[src/rtl/snake_food_if.sv]
// -----------------------------------------------------------------------------
// snake_food_if
//   Bundle between the snake core / renderer side and snake_food_ctrl.
//   master : snake_food_ctrl (consumes the core state, drives the food outputs)
//   slave  : core + renderer side (drives the core state, consumes the food)
//
//   tick        game-step pulse, same one driving the snake core
//   head_x/y    head position in pixels
//   length      snake length including head
//   body_bus_x  MAX_LEN packed 10-bit x; MSB slice is segment 0 (the head)
//   body_bus_y  MAX_LEN packed 9-bit y; same packing
//   food_x/y    food position in pixels (multiple of the cell size)
//   food_valid  food placed and displayable
//   eat_evt     1-cycle pulse when the head reaches the food
//   score       eats counter, saturating at 255
//   busy        food placement in progress
// -----------------------------------------------------------------------------
interface snake_food_if #(
   parameter int MAX_LEN = 33
);
   logic                  tick;
   logic [9:0]            head_x;
   logic [8:0]            head_y;
   logic [7:0]            length;
   logic [MAX_LEN*10-1:0] body_bus_x;
   logic [MAX_LEN*9-1:0]  body_bus_y;
   logic [9:0]            food_x;
   logic [8:0]            food_y;
   logic                  food_valid;
   logic                  eat_evt;
   logic [7:0]            score;
   logic                  busy;

   modport master (
      input  tick, head_x, head_y, length, body_bus_x, body_bus_y,
      output food_x, food_y, food_valid, eat_evt, score, busy
   );

   modport slave (
      output tick, head_x, head_y, length, body_bus_x, body_bus_y,
      input  food_x, food_y, food_valid, eat_evt, score, busy
   );
endinterface

[src/rtl/snake_food_ctrl.sv]
// -----------------------------------------------------------------------------
// snake_food_ctrl
//   Places food on a random free grid cell, detects the head landing on it,
//   pulses eat_evt for one cycle, bumps the score and places new food.
//   Runs in the clk_pix domain between the snake core and the pixel renderer.
//
// Ports
//   clk_pix  pixel clock
//   reset_n  synchronous, active-low reset
//   fif      snake_food_if.master (core state in, food/score/status out)
//
// Optional feature
//   SNAKE_FOOD_TIMEOUT_EN : when defined, uneaten food relocates after
//   TIMEOUT_TICKS game ticks (no eat_evt, score unchanged). When undefined
//   the food stays until eaten.
//
// Note: MAX_LEN must match the MAX_LEN of the connected interface instance.
// -----------------------------------------------------------------------------
module snake_food_ctrl #(
   parameter int          CELL          = 10,
   parameter int          GRID_W        = 64,
   parameter int          GRID_H        = 48,
   parameter int          MAX_LEN       = 33,
   parameter logic [15:0] LFSR_SEED     = 16'hACE1,
   parameter int          TIMEOUT_TICKS = 200
) (
   input  logic         clk_pix,
   input  logic         reset_n,
   snake_food_if.master fif
);

   localparam int          KW        = $clog2(MAX_LEN);
   localparam logic [KW-1:0] K_LAST  = KW'(MAX_LEN - 1);
   // Galois taps for x^16+x^14+x^13+x^11+1 in the right-shifting form
   localparam logic [15:0] LFSR_TAPS = 16'hB400;
   // Border cells are never used, so the candidate must sit in 1..W-2 / 1..H-2
   localparam logic [5:0]  CX_MAX    = 6'(GRID_W - 2);
   localparam logic [5:0]  CY_MAX    = 6'(GRID_H - 2);
   localparam logic [9:0]  CELL_PX   = 10'(CELL);
   localparam logic [8:0]  CELL_PY   = 9'(CELL);

   if (LFSR_SEED == 16'h0000) begin : g_bad_seed
      $error("snake_food_ctrl: LFSR_SEED must be non-zero");
   end
   if (TIMEOUT_TICKS < 1 || TIMEOUT_TICKS > 255) begin : g_bad_timeout
      $error("snake_food_ctrl: TIMEOUT_TICKS must fit the 8-bit tick counter");
   end

   typedef enum logic [1:0] {
      ST_GEN   = 2'd0,
      ST_CHECK = 2'd1,
      ST_ARMED = 2'd2
   } state_t;

   state_t        state_q, state_d;
   logic [15:0]   lfsr_q, lfsr_d;
   logic          tick_d_q;
   logic [KW-1:0] k_q, k_d;
   logic [9:0]    cand_x_q, cand_x_d;
   logic [8:0]    cand_y_q, cand_y_d;
   logic [9:0]    food_x_q, food_x_d;
   logic [8:0]    food_y_q, food_y_d;
   logic          food_valid_q, food_valid_d;
   logic          eat_evt_q, eat_evt_d;
   logic [7:0]    score_q, score_d;
   logic          busy_q, busy_d;

   // ---------------------------------------------------------------------------
   // Unpack the body buses; segment 0 (head) lives in the MSB slice.
   // ---------------------------------------------------------------------------
   logic [9:0] seg_x [MAX_LEN];
   logic [8:0] seg_y [MAX_LEN];

   for (genvar g = 0; g < MAX_LEN; g++) begin : g_seg
      assign seg_x[g] = fif.body_bus_x[10*(MAX_LEN-1-g) +: 10];
      assign seg_y[g] = fif.body_bus_y[9*(MAX_LEN-1-g) +: 9];
   end

   // ---------------------------------------------------------------------------
   // Candidate decode and match terms
   // ---------------------------------------------------------------------------
   logic [5:0] cx, cy;
   logic       cand_ok;
   logic [9:0] cx_px;
   logic [8:0] cy_px;
   logic       in_len;
   logic       seg_hit;
   logic       k_last;
   logic       head_hit;
   logic       tmo_hit;

   assign cx      = lfsr_q[5:0];
   assign cy      = lfsr_q[11:6];
   assign cand_ok = (cx != 6'd0) && (cx <= CX_MAX) && (cy != 6'd0) && (cy <= CY_MAX);
   assign cx_px   = {4'b0, cx} * CELL_PX;
   assign cy_px   = {3'b0, cy} * CELL_PY;

   // Segments at or beyond the current length are stale and ignored. A length
   // above MAX_LEN simply leaves every slice enabled.
   assign in_len   = (8'(k_q) < fif.length);
   assign seg_hit  = in_len && (seg_x[k_q] == cand_x_q) && (seg_y[k_q] == cand_y_q);
   assign k_last   = (k_q == K_LAST);
   // The core moves the head on tick; it is stable one cycle later.
   assign head_hit = tick_d_q && (fif.head_x == food_x_q) && (fif.head_y == food_y_q);

`ifdef SNAKE_FOOD_TIMEOUT_EN
   logic [7:0] tmo_q, tmo_d;

   // Counter is evaluated on the tick_d cycle so that an eat on the same
   // head update takes priority over the relocation.
   assign tmo_hit = tick_d_q && (tmo_q == 8'(TIMEOUT_TICKS));

   always_comb begin
      tmo_d = tmo_q;
      if (state_q != ST_ARMED && state_d == ST_ARMED) begin
         tmo_d = 8'd0;
      end else if (state_q == ST_ARMED && fif.tick) begin
         tmo_d = tmo_q + 8'd1;
      end
   end

   always_ff @(posedge clk_pix) begin
      if (!reset_n) begin
         tmo_q <= 8'd0;
      end else begin
         tmo_q <= tmo_d;
      end
   end
`else
   assign tmo_hit = 1'b0;
`endif

   // ---------------------------------------------------------------------------
   // State register (and all datapath flops)
   // ---------------------------------------------------------------------------
   always_ff @(posedge clk_pix) begin
      if (!reset_n) begin
         state_q      <= ST_GEN;
         lfsr_q       <= LFSR_SEED;
         tick_d_q     <= 1'b0;
         k_q          <= '0;
         cand_x_q     <= 10'd0;
         cand_y_q     <= 9'd0;
         food_x_q     <= 10'd0;
         food_y_q     <= 9'd0;
         food_valid_q <= 1'b0;
         eat_evt_q    <= 1'b0;
         score_q      <= 8'd0;
         busy_q       <= 1'b0;
      end else begin
         state_q      <= state_d;
         lfsr_q       <= lfsr_d;
         tick_d_q     <= fif.tick;
         k_q          <= k_d;
         cand_x_q     <= cand_x_d;
         cand_y_q     <= cand_y_d;
         food_x_q     <= food_x_d;
         food_y_q     <= food_y_d;
         food_valid_q <= food_valid_d;
         eat_evt_q    <= eat_evt_d;
         score_q      <= score_d;
         busy_q       <= busy_d;
      end
   end

   // ---------------------------------------------------------------------------
   // Next-state logic
   // ---------------------------------------------------------------------------
   always_comb begin
      state_d = state_q;
      unique case (state_q)
         ST_GEN: begin
            if (cand_ok) state_d = ST_CHECK;
         end
         ST_CHECK: begin
            // A tick on the last slice restarts the scan instead of placing,
            // because the buses just shifted under us.
            if (seg_hit)                 state_d = ST_GEN;
            else if (!fif.tick && k_last) state_d = ST_ARMED;
         end
         ST_ARMED: begin
            if (head_hit || tmo_hit) state_d = ST_GEN;
         end
         default: state_d = ST_GEN;
      endcase
   end

   // ---------------------------------------------------------------------------
   // Output / datapath logic
   // ---------------------------------------------------------------------------
   always_comb begin
      // LFSR free-runs every cycle regardless of state
      lfsr_d       = {1'b0, lfsr_q[15:1]} ^ (lfsr_q[0] ? LFSR_TAPS : 16'h0000);
      k_d          = k_q;
      cand_x_d     = cand_x_q;
      cand_y_d     = cand_y_q;
      food_x_d     = food_x_q;
      food_y_d     = food_y_q;
      food_valid_d = food_valid_q;
      eat_evt_d    = 1'b0;
      score_d      = score_q;
      busy_d       = (state_d != ST_ARMED);

      unique case (state_q)
         ST_GEN: begin
            if (cand_ok) begin
               cand_x_d = cx_px;
               cand_y_d = cy_px;
               k_d      = '0;
            end
         end
         ST_CHECK: begin
            if (!seg_hit) begin
               if (fif.tick) begin
                  k_d = '0;
               end else if (k_last) begin
                  food_x_d     = cand_x_q;
                  food_y_d     = cand_y_q;
                  food_valid_d = 1'b1;
               end else begin
                  k_d = k_q + KW'(1);
               end
            end
         end
         ST_ARMED: begin
            if (head_hit) begin
               eat_evt_d    = 1'b1;
               food_valid_d = 1'b0;
               score_d      = (score_q == 8'hFF) ? score_q : score_q + 8'd1;
            end else if (tmo_hit) begin
               food_valid_d = 1'b0;
            end
         end
         default: ;
      endcase
   end

   assign fif.food_x     = food_x_q;
   assign fif.food_y     = food_y_q;
   assign fif.food_valid = food_valid_q;
   assign fif.eat_evt    = eat_evt_q;
   assign fif.score      = score_q;
   assign fif.busy       = busy_q;

endmodule

[src/flat_wrapper.sv]
// flat-port wrapper written by rule: the top's interface ports become plain ports
module snake_food_ctrl_flat 
#(
   parameter int          CELL          = 10,
   parameter int          GRID_W        = 64,
   parameter int          GRID_H        = 48,
   parameter int          MAX_LEN       = 33,
   parameter logic [15:0] LFSR_SEED     = 16'hACE1,
   parameter int          TIMEOUT_TICKS = 200
)
  (clk_pix, reset_n, fif_tick, fif_head_x, fif_head_y, fif_length, fif_body_bus_x, fif_body_bus_y, fif_food_x, fif_food_y, fif_food_valid, fif_eat_evt, fif_score, fif_busy);
  snake_food_if #(.MAX_LEN(MAX_LEN)) fif_i ();
  input  logic clk_pix;
  input  logic reset_n;
  input wire logic [$bits(fif_i.tick)-1:0] fif_tick;
  input wire logic [$bits(fif_i.head_x)-1:0] fif_head_x;
  input wire logic [$bits(fif_i.head_y)-1:0] fif_head_y;
  input wire logic [$bits(fif_i.length)-1:0] fif_length;
  input wire logic [$bits(fif_i.body_bus_x)-1:0] fif_body_bus_x;
  input wire logic [$bits(fif_i.body_bus_y)-1:0] fif_body_bus_y;
  output wire logic [$bits(fif_i.food_x)-1:0] fif_food_x;
  output wire logic [$bits(fif_i.food_y)-1:0] fif_food_y;
  output wire logic [$bits(fif_i.food_valid)-1:0] fif_food_valid;
  output wire logic [$bits(fif_i.eat_evt)-1:0] fif_eat_evt;
  output wire logic [$bits(fif_i.score)-1:0] fif_score;
  output wire logic [$bits(fif_i.busy)-1:0] fif_busy;
  assign fif_i.tick = fif_tick;
  assign fif_i.head_x = fif_head_x;
  assign fif_i.head_y = fif_head_y;
  assign fif_i.length = fif_length;
  assign fif_i.body_bus_x = fif_body_bus_x;
  assign fif_i.body_bus_y = fif_body_bus_y;
  assign fif_food_x = fif_i.food_x;
  assign fif_food_y = fif_i.food_y;
  assign fif_food_valid = fif_i.food_valid;
  assign fif_eat_evt = fif_i.eat_evt;
  assign fif_score = fif_i.score;
  assign fif_busy = fif_i.busy;
  snake_food_ctrl #(.CELL(CELL), .GRID_W(GRID_W), .GRID_H(GRID_H), .MAX_LEN(MAX_LEN), .LFSR_SEED(LFSR_SEED), .TIMEOUT_TICKS(TIMEOUT_TICKS)) u_core (.clk_pix(clk_pix), .reset_n(reset_n), .fif(fif_i));
endmodule
[config.mk]
export PLATFORM = sky130hd
export DESIGN_NAME = snake_food_ctrl_flat
export DESIGN_NICKNAME = d
export VERILOG_FILES = /design/src/rtl/snake_food_if.sv /design/src/rtl/snake_food_ctrl.sv /design/src/flat_wrapper.sv
export SDC_FILE = /design/constraint.sdc
export NUM_CORES = 1
export LEC_CHECK = 0
export BUFFER_PORTS_ARGS = -buffer_cell sky130_fd_sc_hd__buf_2
export CAP_MARGIN = 10
export CORE_AREA = 5 5 262 264
export CTS_BUF_LIST = sky130_fd_sc_hd__clkbuf_4
export DETAILED_ROUTE_END_ITERATION = 7
export DIE_AREA = 0 0 267 269
export PLACE_DENSITY = 0.46
export REMOVE_ABC_BUFFERS = 1
export SYNTH_ARGS = -nofsm -noshare
export SYNTH_HDL_FRONTEND = slang
export SYNTH_SLANG_ARGS = --single-unit
[constraint.sdc]
create_clock -name clk_pix -period 4.1 [get_ports clk_pix]
set_input_delay 0 -clock clk_pix [delete_from_list [all_inputs] [get_ports clk_pix]]
set_output_delay 0 -clock clk_pix [all_outputs]
set_load 0.02 [all_outputs]
# --- Yosys cells after proc, flatten, opt, wreduce, memory -nomap -nowiden ---
# Index checks and enable logic that the tools add are counted.
totals:
  out_inout_bits: 30
  elab_cells: 83
  input_bits: 657
  reg_bits: 70
op_classes:
  n_eq_ne: 15
  n_mux: 23
  n_reduce_logical: 20
  magnitude_cmp: 4
  bitwise: 5
  addsub: 2
  multipliers: 2
op_table:
  columns: ["op", "count"]
  rows:
  - ["binary-select mux 10 bit (select 6 bit)", 1]
  - ["binary-select mux 9 bit (select 6 bit)", 1]
  - ["two-way mux 6 bit", 4]
  - ["== test 10 bit", 2]
  - ["two-way mux 10 bit", 2]
  - ["== test 9 bit", 2]
  - ["two-way mux 9 bit", 2]
  - ["two-way mux 16 bit", 1]
  - ["bitwise XOR 15 x 16 -> 16 bit", 1]
  - ["<= comparator 6 bit, second input constant", 2]
  - ["one-hot mux 6 bit (2 select lines)", 1]
  - ["nonzero test 6 bit", 2]
  - ["multiplier 6 x 3 -> 9 bit, second input constant", 1]
  - ["adder 8 x 1 -> 8 bit, second input constant", 1]
  - ["== test 8 bit, second input constant", 1]
  - ["logical AND 1 bit", 8]
  - ["< comparator 6 x 8 -> 1 bit", 1]
  - ["multiplier 6 x 3 -> 8 bit, second input constant", 1]
  - ["two-way mux 2 bit", 4]
  - ["AND reduction 4 bit", 2]
  - [">= comparator 7 bit, second input constant", 1]
  - ["NOT 6 -> 7 bit", 1]
  - ["adder 6 x 1 -> 6 bit, second input constant", 1]
  - ["== test 6 bit, second input constant", 1]
  - ["15 further kinds", 27]

# --- Depth between registers and ports, before layout ---
logic_depth:
  depth_word: 10
  mapped_depth: 16
  mapped_depth_nobuf: 11

# --- Worst setup path after synthesis ---
# No wires, ideal clock.
synth_path:
  path_kind: "register to register"
  from: "reg u_core.k_q[1]"
  to: "reg u_core.k_q[5]"
  required_ps: 4025
  synth_period_minus_slack_ps: 3117
  arrival_time_ps: 3042
  stages_incl_launch_ff: 13
  slack_ps: 983
  setup_ps: 75
  path_buffers: 2
  cell_sequence: "dfxtp_1 > buf_6 > buf_6 > mux4_2 > a22oi_1 > and3_1 > nor2_1 > mux2_2 > a2111oi_0 > o2111a_1 > nand2_4 > a311o_1 > a31oi_1"
synth_via:
  elab_chain_cells: 9
  elab_cells_between_ends: 21
  cone_classes: "add/sub: 1; order compare: 1; eq/ne: 5; mux: 10; bitwise: 1; reduce/logical: 3"
synth_lines:
  columns: ["element", "line_no", "source"]
  rows:
  - ["start: declaration", "snake_food_ctrl.sv:58", "logic [KW-1:0] k_q, k_d;"]
  - ["start signal: assignment", "snake_food_ctrl.sv:154", "k_q <= k_d;"]
  - ["NOT 6 -> 7 bit (implied by the code)", "snake_food_ctrl.sv:101", "assign seg_hit = in_len && (seg_x[k_q] == cand_x_q) && (seg_y[k_q] == cand_y_q);"]
  - ["binary-select mux 10 bit (select 6 bit)", "snake_food_ctrl.sv:101", null]
  - ["two-way mux 10 bit (implied by the code) (2 in a row)", "snake_food_ctrl.sv:101", null]
  - ["== test 10 bit", "snake_food_ctrl.sv:101", null]
  - ["logical AND 1 bit (2 in a row)", "snake_food_ctrl.sv:101", null]
  - ["!= test 2 bit (no source line)", null, null]
  - ["AND reduction 4 bit (no source line)", null, null]
# Parallel ways exist; a longest one is shown, timed or not. The select of a mux whose other input is x is not followed.
# A chain may end at the register's enable or synchronous reset.

# --- Worst setup path after layout ---
layout_path:
  from: "reg u_core.k_q[0]"
  to: "reg u_core.k_q[2]"
# The elaborated chain is that of the path after synthesis.

==> impl_metrics.csv <==
group,metric,value,unit
run_status,status,"completed",
placement,dp_hpwl,54900,um
setup_path,worstSetupEndpointType,"register",
yosys,synth.yosys.warnings,0,
setup_path,regToRegSetupSlack,210,ps
worst_hold_path,worstHoldStart,"fif_head_y[4]",
worst_hold_path,min_path_cells,6,
yosys,avgSynthCellArea,9.54,sq um
cells_and_area,multi_input_area,6950,sq um
yosys,synthesis.area,8910,sq um
timing,finClkSkew,24.3,ps
cells_and_area,regArea,1420,sq um
timing,fin_ws,210,ps
cells_and_area,fin_cells,2507,
setup_path,max_stage_delay,500,ps
cells_and_area,postLayoutCoreUtil,20.9,%
floorplanning,pin_count,687,
floorplanning,dieArea,71800,sq um
detailed_routing,post-route-drc-count,0,
global_route,antenna_found_initial,26,
setup_path,path_max_fanout,8,
cells_and_area,drive_above_1_share,57.3,%
detailed_routing,drt_pass1_iterations,7,
flow_run,cap_violations,0,
timing,rsz0062_at_grt,"no",
detailed_routing,vias_per_cell,4.44,
setup_path,required,4450,ps
setup_path,crit_type,"reg2reg",
detailed_routing,ant_nets,0,
placement,dp_slack,-234,ps
global_route,grt_pass1_wl,85600,um
yosys,yosysTopAreaCellShare,25.3,%
clock_network,cts_made_buffers,9,
yosys,synthArstFlopShare,0,%
cells_and_area,syn2layout_area_growth,55.3,%
yosys,yosysSeqAreaShare,15.7,%
power_and_ir_drop,p_int,1.44,mW
floorplanning,coreArea,66300,sq um
yosys,synth_edf_count,0,
setup_path,crit_buf_inv,3,
floorplanning,fp.dieW,267,um
detailed_routing,vias,11136,
cells_and_area,nFillCells,7410,
cells_and_area,layout.nets,2303,
setup_path,crit_arrival,4240,ps
placement,port_buffers,684,
yosys,synth_top_flop_cell,"dfxtp_1",
detailed_routing,totalWireLength,63600,um
timing,slew_violations,0,
power_and_ir_drop,comb_power_share,45.2,%
worst_hold_path,holdCritPathClass,"in2reg",
detailed_routing,first_iter_violations,572,
clock_network,cts_root_buffer,"clkbuf_4",
setup_path,worstReg2RegStart,"u_core.k_q[0]",
floorplanning,initial_core_util,13.4,%
power_and_ir_drop,vdd_drop_max,174,uV
power_and_ir_drop,power_density,159,nW/um^2
power_and_ir_drop,pwr-share-clk,20.0,%
floorplanning,rows,95,
yosys,yosysTopAreaCell,"mux4_2",
clock_network,cts_tree,"yes",
global_route,first_global_vias,11829,
setup_path,cp_common_cell,"buf_4",
setup_path,start_kind,"register",
global_route,overflow,0,
timing,layout_min_cycle_time,3890,ps
timing,slew_headroom,37.6,%
floorplanning,fp.dieH,269,um
yosys,syn_inst,934,
power_and_ir_drop,leakage,5.95,nW
setup_path,timing.rr.end,"u_core.k_q[2]",
power_and_ir_drop,p_sw,0.761,mW
global_route,grt_usage,16.3,%
yosys,synth_cell_types,83,
power_and_ir_drop,finalPower,2.20,mW
timing,worst_pin_slew,936,ps
power_and_ir_drop,seq_power_share,34.8,%
timing,fmax,257,MHz
yosys,ys_seq_elements,70,
setup_path,rr_worst_depth,13,
power_and_ir_drop,p_sw_share,34.6,%
detailed_routing,wl_per_cell,25.4,um
clock_network,clockBufferDepth,2,
clock_network,cts_sinks,70,
clock_network,htreeDepth,3,
setup_path,crit_chain,"buf_4 -> nand2_1 -> o22ai_1 -> a221oi_1 -> buf_4 -> o22ai_1 -> o21ai_0 -> or4b_4 -> nor4_4 -> buf_4 -> nand2_4 -> a311o_1 -> a31oi_1",
clock_network,clk_pin_slew_worst_paths,140,ps
timing,setup_tns,0,ps
placement,place_congestion,0.918,
global_route,grt_max_degree,56,
setup_path,path_delay_family,"compound AO/OA/AOI/OAI gates",
timing,fin_crit_sh,94.9,%
setup_path,cp_slowest_cell,"or4b_4",
yosys,synth_area_leaders,"mux4_2 25%, dfxtp_1 16%, mux2i_1 6.2%, mux2_2 3.7%, nand2_1 3.5%",
placement,placedCellCount,2473,
timing,setup_violations,0,
worst_hold_path,hold_path_end,"u_core.state_q[1]",
timing,hold_viol_final,0,
clock_network,clock_latency,440,ps
## kinds of logic after synthesis
kind of cell	Yosys count	share of synthesized area, %
buf+inv	98	6.65
mux	186	35.7
flops	70	15.7
other cells	1	0.0421
fa+ha+maj	26	3.82
compound gates	208	16.6
xor+xnor	41	4.03
simple gates	304	17.5
## worst register-to-register path, cell delays in order, from the launching register on
cell and delay, ps:
dfxtp_4 410, buf_4 200, nand2_1 480, o22ai_1 300, a221oi_1 330, buf_4 220, o22ai_1 90, o21ai_0 190
or4b_4 500, nor4_4 270, buf_4 180, nand2_4 80, a311o_1 360, a31oi_1 200
## registers in the layout, indices dropped and copies added (netlist names), 2 cells and up
register and flops:
u_core.lfsr_q 16, u_core.cand_x_q 9, u_core.fif.food_x 9, u_core.cand_y_q 8
u_core.fif.food_y 8, u_core.fif.score 8, u_core.k_q 6, u_core.state_q 2
## placed cells by master, fill, tap and decap left out, types with 7 or more instances in the layout
master,instances
a211oi_1,7
o31ai_1,9
and3_1,10
dfxtp_1,65
a22oi_1,8
nand3_1,33
o21ai_1,15
buf_12,10
a21o_1,9
nor2b_1,11
xor2_1,17
nand2_1,82
xnor2_1,24
mux2i_1,55
diode_2,9
buf_2,684
a21oi_1,34
o21ai_0,16
a31oi_1,14
nand2b_1,15
mux2_2,29
clkbuf_4,9
nor3_1,26
ha_1,24
o22ai_1,23
buf_4,56
nand4_1,9
inv_1,15
mux4_2,100
and2_1,16
nor2_1,58
## worst max-delay path by stage
stage                       start               to  slack [ps]  depth (start not counted)
floorplan           u_core.k_q[1]  u_core.fif.busy       -3680                         10
global placement    u_core.k_q[1]  u_core.fif.busy        -190                         12
global route        u_core.k_q[5]  u_core.fif.busy          10                         14
finish              u_core.k_q[0]    u_core.k_q[2]         210                         13
CTS                 u_core.k_q[0]    u_core.k_q[2]           5                         14
detailed placement  u_core.k_q[1]    u_core.k_q[2]        -230                         11
## per-stage QoR
stage | hold slack, ps | instance area, sq um
detailed placement | 353 | 13500
CTS | 95.0 | 13700
finish | 110 | 13800
floorplan | 61.9 | 8390
global route | 156 | 13800
global placement | 337 | 13500
## power by group through the flow
stage	registers, mW	clock network (mW)	logic (mW)
6_report	0.765	0.440	0.993
2_1_floorplan	0.788	0	0.434
3_5_place_dp	0.790	0	0.978
3_3_place_gp	0.791	0	0.971
4_1_cts	0.771	0.456	0.994
5_1_grt	0.772	0.489	1.08
## repair_timing
item                                   4_1_cts  5_1_grt
gates resized for setup                      2        7
setup endpoints to repair                   26       25
gates cloned                                 0        1
hold buffers                                 1        0
endpoints found under the hold margin        1        0
setup buffers                                4        3
## cell type report
cell class / count / share of cell area (%)
clock buffers: 9 / 0.488
inverters: 16 / 0.461
well taps: 873 / 7.89
repair buffers: 756 / 30.1
multi-input cells: 767 / 50.2
flip-flops and latches: 70 / 10.2
diodes: 9 / 0.163
clock inverters: 7 / 0.470
## synth_stat cells, drive strengths merged (4+ instances only)
master,instances
and2,17
mux2i,55
nor4,7
a22o,4
xor2,17
a221oi,6
a211oi,8
nor3,26
a32oi,4
inv,16
xnor2,24
nand3b,6
nand2b,16
nand2,83
or4,6
a22oi,8
mux2,29
nor3b,4
and3,10
a41oi,5
a21oi,37
o311ai,4
mux4,102
dfxtp,70
or3,5
ha,24
buf,61
nor2,58
o22ai,23
nand4,9
o31ai,10
a31oi,14
or2,6
nor2b,11
o21ai,31
clkbuf,21
o221ai,4
a2111oi,7
nand3,34
a21o,9
## metal layers
metal	routed length (um)	global-route usage, %
met4	560	2.35
met5	135	0
met1	26200	20.7
met2	32200	29.9
met3	4500	2.84
Power figures use the tool's default switching activity.
